[config.mk]
export PLATFORM = sky130hd
export DESIGN_NAME = des_feistel_mix
export DESIGN_NICKNAME = d
export VERILOG_FILES = /design/src/rtl/des_pkg.sv /design/src/rtl/des_result_fifo.sv /design/src/rtl/des_feistel_mix.sv
export SDC_FILE = /design/constraint.sdc
export NUM_CORES = 1
export LEC_CHECK = 0
export BUFFER_PORTS_ARGS = -buffer_cell sky130_fd_sc_hd__buf_4
export CORE_ASPECT_RATIO = 1.1
export CORE_MARGIN = 2
export CORE_UTILIZATION = 30
export CTS_BUF_LIST = sky130_fd_sc_hd__clkbuf_8
export DETAILED_ROUTE_END_ITERATION = 8
export HOLD_SLACK_MARGIN = 0.02
export PLACE_DENSITY_LB_ADDON = 0.08
export SLEW_MARGIN = 20
export SYNTH_ARGS = -nofsm -noshare
export SYNTH_HDL_FRONTEND = slang
export SYNTH_HIERARCHICAL = 1
export SYNTH_SLANG_ARGS = --single-unit
[constraint.sdc]
create_clock -name clk -period 2.4 [get_ports clk]
set_input_delay 0 -clock clk [delete_from_list [all_inputs] [get_ports clk]]
set_output_delay 0 -clock clk [all_outputs]
set_load 0.03 [all_outputs]
[src/rtl/des_pkg.sv]
// Shared DES definitions for the round datapath: half-block type, result record,
// permutation tables and the P permutation helper.
package des_pkg;

  typedef logic [31:0] des_half_t;

  typedef struct packed {
    logic [3:0] round;
    des_half_t  l;
    des_half_t  r;
  } mix_entry_t;

  localparam int MIX_ENTRY_W = $bits(mix_entry_t);

  // Entries are DES positions minus one (source bit index counted from the MSB),
  // which keeps every entry within 5 bits.
  localparam logic [4:0] P_TABLE [32] = '{
    5'd15, 5'd6,  5'd19, 5'd20, 5'd28, 5'd11, 5'd27, 5'd16,
    5'd0,  5'd14, 5'd22, 5'd25, 5'd4,  5'd17, 5'd30, 5'd9,
    5'd1,  5'd7,  5'd23, 5'd13, 5'd31, 5'd26, 5'd2,  5'd8,
    5'd18, 5'd12, 5'd29, 5'd5,  5'd21, 5'd10, 5'd3,  5'd24
  };

  function automatic des_half_t des_perm_p(input des_half_t x);
    des_half_t y;
    for (int i = 0; i < 32; i++) begin
      y[31-i] = x[31 - int'(P_TABLE[i])];
    end
    return y;
  endfunction

endpackage

[src/rtl/des_result_fifo.sv]
// Round-result buffer: synchronous FIFO with occupancy count and a zeroed head
// while empty.
module des_result_fifo
  import des_pkg::*;
#(
  parameter int WIDTH = MIX_ENTRY_W,
  parameter int DEPTH = 4,
  localparam int AW = $clog2(DEPTH),
  localparam int CW = AW + 1
) (
  input  logic             clk,
  input  logic             reset,
  input  logic             i_push,
  input  logic [WIDTH-1:0] i_wdata,
  input  logic             i_pop,
  output logic [WIDTH-1:0] o_rdata,
  output logic             o_valid,
  output logic [CW-1:0]    o_count
);

  logic [WIDTH-1:0] r_mem [DEPTH];
  logic [AW-1:0]    r_wr_ptr;
  logic [AW-1:0]    r_rd_ptr;
  logic [CW-1:0]    r_count;
  logic             w_pop;

  assign o_valid = (r_count != '0);
  assign w_pop   = i_pop & o_valid;

  // NOTE: sequential state uses non-blocking assignments so every flop samples pre-edge values.
  always_ff @(posedge clk) begin
    if (!reset) begin
      r_wr_ptr <= '0;
      r_rd_ptr <= '0;
      r_count  <= '0;
    end else begin
      if (i_push) r_wr_ptr <= r_wr_ptr + AW'(1);
      if (w_pop)  r_rd_ptr <= r_rd_ptr + AW'(1);
      r_count <= r_count + CW'(i_push) - CW'(w_pop);
    end
  end

  // NOTE: storage is not reset; the head is masked to zero while empty instead.
  always_ff @(posedge clk) begin
    if (i_push) r_mem[r_wr_ptr] <= i_wdata;
  end

  assign o_rdata = o_valid ? r_mem[r_rd_ptr] : '0;
  assign o_count = r_count;

endmodule

[src/rtl/des_feistel_mix.sv]
// DES round back end: aligns L/R with the registered S-box result, applies P,
// XOR and the Feistel swap, and buffers results behind a credit-based in_ready.
module des_feistel_mix
  import des_pkg::*;
#(
  parameter int FIFO_DEPTH = 4,
  parameter int LAST_ROUND = 15
) (
  input  logic        clk,
  input  logic        reset,
  input  logic        in_valid,
  output logic        in_ready,
  input  logic [31:0] in_l,
  input  logic [31:0] in_r,
  input  logic [3:0]  in_round,
  input  logic [31:0] sbox_dout,
  output logic        out_valid,
  input  logic        out_ready,
  output logic [31:0] out_l,
  output logic [31:0] out_r,
  output logic [3:0]  out_round
);

  localparam int CW = $clog2(FIFO_DEPTH) + 1;
  localparam int OW = CW + 1;

  logic          r_v1;
  des_half_t     r_l;
  des_half_t     r_r;
  logic [3:0]    r_round;
  logic          r_in_ready;

  logic          w_acc;
  logic          w_pop;
  logic          w_fifo_valid;
  logic [CW-1:0] w_count;
  logic [OW-1:0] w_occ_next;
  des_half_t     w_f;
  mix_entry_t    w_entry;
  mix_entry_t    w_head;

  assign w_acc = in_valid & r_in_ready;
  assign w_pop = w_fifo_valid & out_ready;

  always_ff @(posedge clk) begin
    if (!reset) r_v1 <= 1'b0;
    else        r_v1 <= w_acc;
  end

  // Align data is only consumed while r_v1 is set, so it carries no reset.
  always_ff @(posedge clk) begin
    if (w_acc) begin
      r_l     <= in_l;
      r_r     <= in_r;
      r_round <= in_round;
    end
  end

  // NOTE: every field is assigned on every path, so no latch is inferred.
  always_comb begin
    w_f           = des_perm_p(sbox_dout);
    w_entry.round = r_round;
    if (r_round == 4'(LAST_ROUND)) begin
      w_entry.l = r_l ^ w_f;
      w_entry.r = r_r;
    end else begin
      w_entry.l = r_r;
      w_entry.r = r_l ^ w_f;
    end
  end

  // Occupancy after this edge counts the entry in the mix stage, so the
  // unstallable S-box stage always has a FIFO slot waiting for it.
  assign w_occ_next = OW'(w_count) + OW'(r_v1) + OW'(w_acc) - OW'(w_pop);

  always_ff @(posedge clk) begin
    if (!reset) r_in_ready <= 1'b0;
    else        r_in_ready <= (w_occ_next < OW'(FIFO_DEPTH));
  end

  des_result_fifo #(
    .WIDTH (MIX_ENTRY_W),
    .DEPTH (FIFO_DEPTH)
  ) u_fifo (
    .clk     (clk),
    .reset   (reset),
    .i_push  (r_v1),
    .i_wdata (w_entry),
    .i_pop   (w_pop),
    .o_rdata (w_head),
    .o_valid (w_fifo_valid),
    .o_count (w_count)
  );

  assign in_ready  = r_in_ready;
  assign out_valid = w_fifo_valid;
  assign out_l     = w_head.l;
  assign out_r     = w_head.r;
  assign out_round = w_head.round;

endmodule

==> flow_metrics.py <==
metrics = {
    "die": {
        "ios": 174,
        "start_util_pct": 30.5,
        "rows": 82,
        "die_y_um": 230,
        "die_area_um2": 48100,
        "core_um2": 45700,
        "fp.dieW_um": 209,
    },
    "yosys": {
        "syn-cell-area_um2": 13900,
        "synthFlopType": "edfxtp_1",
        "synth.area.top_cells": "edfxtp_1 (73%), mux4_2 (11%), and2_1 (3.5%)",
        "ys_seq_elements": 351,
        "synth_area_per_cell_um2": 18.7,
        "async_reset_ff_share_pct": 0,
        "syn_inst": 742,
        "synth_commonest_cells": "edfxtp_1 (340), and2_1 (77), mux4_2 (68)",
        "synth_most_common_cell": "edfxtp_1",
        "ys_seq_area_share_pct": 75.0,
        "yosysTopAreaCell": "edfxtp_1",
        "synth_edf_count": 340,
        "yosysTopAreaCellShare_pct": 73.4,
        "yosysWarningCount": 6,
        "synth.distinct_cells": 28,
        "synth.net_count": 857,
    },
    "timing": {
        "hold_viol": 0,
        "slew_violations": 0,
        "hold_ws_ns": 0.111,
        "slew_headroom_pct": 62.3,
        "clock.fmax_ghz": 0.451,
        "fin_crit_sh_pct": 92.4,
        "finClkSkew_ns": 0.0197,
        "finalSetupViolations": 0,
        "worst_pin_slew_ns": 0.566,
        "min_period_ns": 2.22,
        "rsz0062_at_grt": "false",
    },
    "global_route": {
        "grt_max_degree": 70,
        "grt_pass1_wl_mm": 48.6,
        "track_usage_pct": 13.6,
        "antenna_found_initial": 0,
        "overflow": 0,
        "grt_pass1_vias": 8250,
    },
    "place": {
        "port_buffers": 173,
        "placed_cell_area_um2": 16100,
        "dpl.hpwl_mm": 18.2,
        "gp_congestion": 0.654,
    },
    "cells_and_area": {
        "layout-drive-gt1-share_pct": 32.4,
        "ff_latch_area_um2": 10400,
        "multi_input_area_um2": 3220,
        "syn_to_final_growth_pct": 32.2,
        "fin_nets": 1193,
        "final_util_pct": 40.3,
        "fill_cells": 4161,
        "diodes": 0,
        "final_cell_area_um2": 18400,
    },
    "setup_path": {
        "cp_num_buf_inv": 2,
        "worstPathArrival_ns": 2.22,
        "reg2reg_depth": 9,
        "cp-start-kind": "flip-flop",
        "endpoint_kind": "output pin",
        "path_delay_family": "multiplexers",
        "r2r_setup_slack_ns": 0.21,
        "cpPeakStageDelay_ns": 0.51,
        "critPathMaxFanout": 8,
        "path_common_cell": "buf_4",
        "r2r-end": "u_fifo/o_count[2]",
        "path_class": "flip-flop to output pin",
        "reg2reg_from": "u_fifo/o_count[0]",
        "slowest_stage": "mux4_2",
        "crit_chain": "buf_4, mux4_2, and2_1, buf_4",
        "crit_end": "out_l[5]",
        "cp.depth": 4,
        "worstPathRequired_ns": 2.40,
    },
    "clock_tree": {
        "cts_tree": "yes",
        "cts_made_buffers": 66,
        "cts-root-buf": "clkbuf_8",
        "path_clk_slew_ns": 0.06,
        "cts_htree_levels": 3,
        "clkLatencyLatePin_ns": 0.60,
        "clockBufferDepth": 3,
        "cts_sinks": 351,
    },
    "detailed_routing": {
        "route.met2.wl_mm": 16.0,
        "top_layer_used": "met4",
        "ant_nets": 0,
        "wl_met1_mm": 13.5,
        "firstDrtPassIters": 6,
        "route.detailed.drc": 0,
        "wl_met3_mm": 1.47,
        "detail_route.iter0.violations": 354,
        "routedWlPerCell_um": 18.4,
        "vias": 7601,
        "vias_per_cell": 4.43,
        "drt_wl_total_mm": 31.6,
    },
    "pwr": {
        "max-vdd-ir-drop_mv": 0.536,
        "power.density_nw_per_um2": 939,
        "finalPower_uw": 17300,
        "p_leak_uw": 0.00649,
    },
    "worst_hold_path": {
        "hp-class": "input port to flip-flop",
    },
    "job": {
        "drv_cap": 0,
    },
    "status": {
        "status": "completed",
    },
}
==> worst min-delay path by stage <==
stage          startpoint      end  slack, ns  cells after the start
2_1_floorplan     in_l[0]   r_l[0]        0.1                      0
3_3_place_gp     in_l[14]  r_l[14]       0.18                      1
3_5_place_dp     in_l[10]  r_l[10]       0.18                      1
4_1_cts          in_r[13]  r_r[13]       0.03                      2
5_1_grt          in_r[10]  r_r[10]       0.06                      2
6_report         in_r[10]  r_r[10]       0.11                      2
==> power by group <==
group | switching [µW] | internal, µW
registers | 152 | 7440
clock network | 2450 | 2850
logic | 2670 | 1690
total | 5280 | 12000
==> layer usage <==
metal | vias up | GRT usage, %
met1 | 3809 | 16.7
met5 | - | 0
li1 | 3556 | -
met3 | 53 | 3.07
met2 | 183 | 23.0
met4 | 0 | 5.78
==> registers in the layout, summed over array words and instances (netlist names), named ones only <==
register         flops
in_ready             1
r_l                 32
r_r                 32
r_round              4
r_v1                 1
u_fifo/o_count       3
u_fifo/r_mem       272
u_fifo/r_rd_ptr      2
u_fifo/r_wr_ptr      2
==> logic make-up (layout without fill, tap and decap cells) <==
logic type / after synthesis / in the layout / synth area share (%)
simple gates: 156 / 156 / 5.82
xor+xnor: 34 / 34 / 2.24
compound gates: 69 / 69 / 2.56
fa+ha+maj: 11 / 11 / 1.04
mux: 72 / 72 / 11.3
buf+inv: 49 / 434 / 2.03
flops: 351 / 351 / 75.0
==> timing repair <==
action                     CTS  global route
pin swaps                    0             0
hold buffers               104             0
gates resized for setup      1             1
hold endpoints to repair   331             0
setup endpoints to repair   36             1
setup buffers                2             0
cloned                       0             0
==> cell usage in the layout, fill, tap and decap left out, types with 15 or more instances in the layout <==
cell type	synthesis	final
buf_12	3	15
clkinv_1	0	19
buf_4	0	186
a21oi_1	34	34
nand2_1	35	35
dlygate4sd3_1	0	104
and2_1	77	72
edfxtp_1	340	340
inv_1	11	26
clkbuf_8	0	72
mux4_2	68	68
xnor2_1	32	32
nor2_1	32	32
o21ai_0	32	32
==> layout make-up <==
class	instances	area share (%)
clock buffers	72	5.39
clock inverters	45	1.14
inverters	11	0.231
multi-input cells	342	17.5
flip-flops and latches	351	56.8
well taps	588	4.00
repair buffers	306	15.0
==> stage by stage <==
stage / setup WS, ns / setup TNS, ns / instances
after detailed placement: 0.103 / 0 / 1492
after floorplan: -0.0755 / -0.0762 / 742
final: 0.182 / 0 / 1715
after global routing: 0.0328 / 0 / 1715
after global placement: 0.110 / 0 / 1492
after CTS: 0.0585 / 0 / 1715
(Power assumes the default switching activity.)
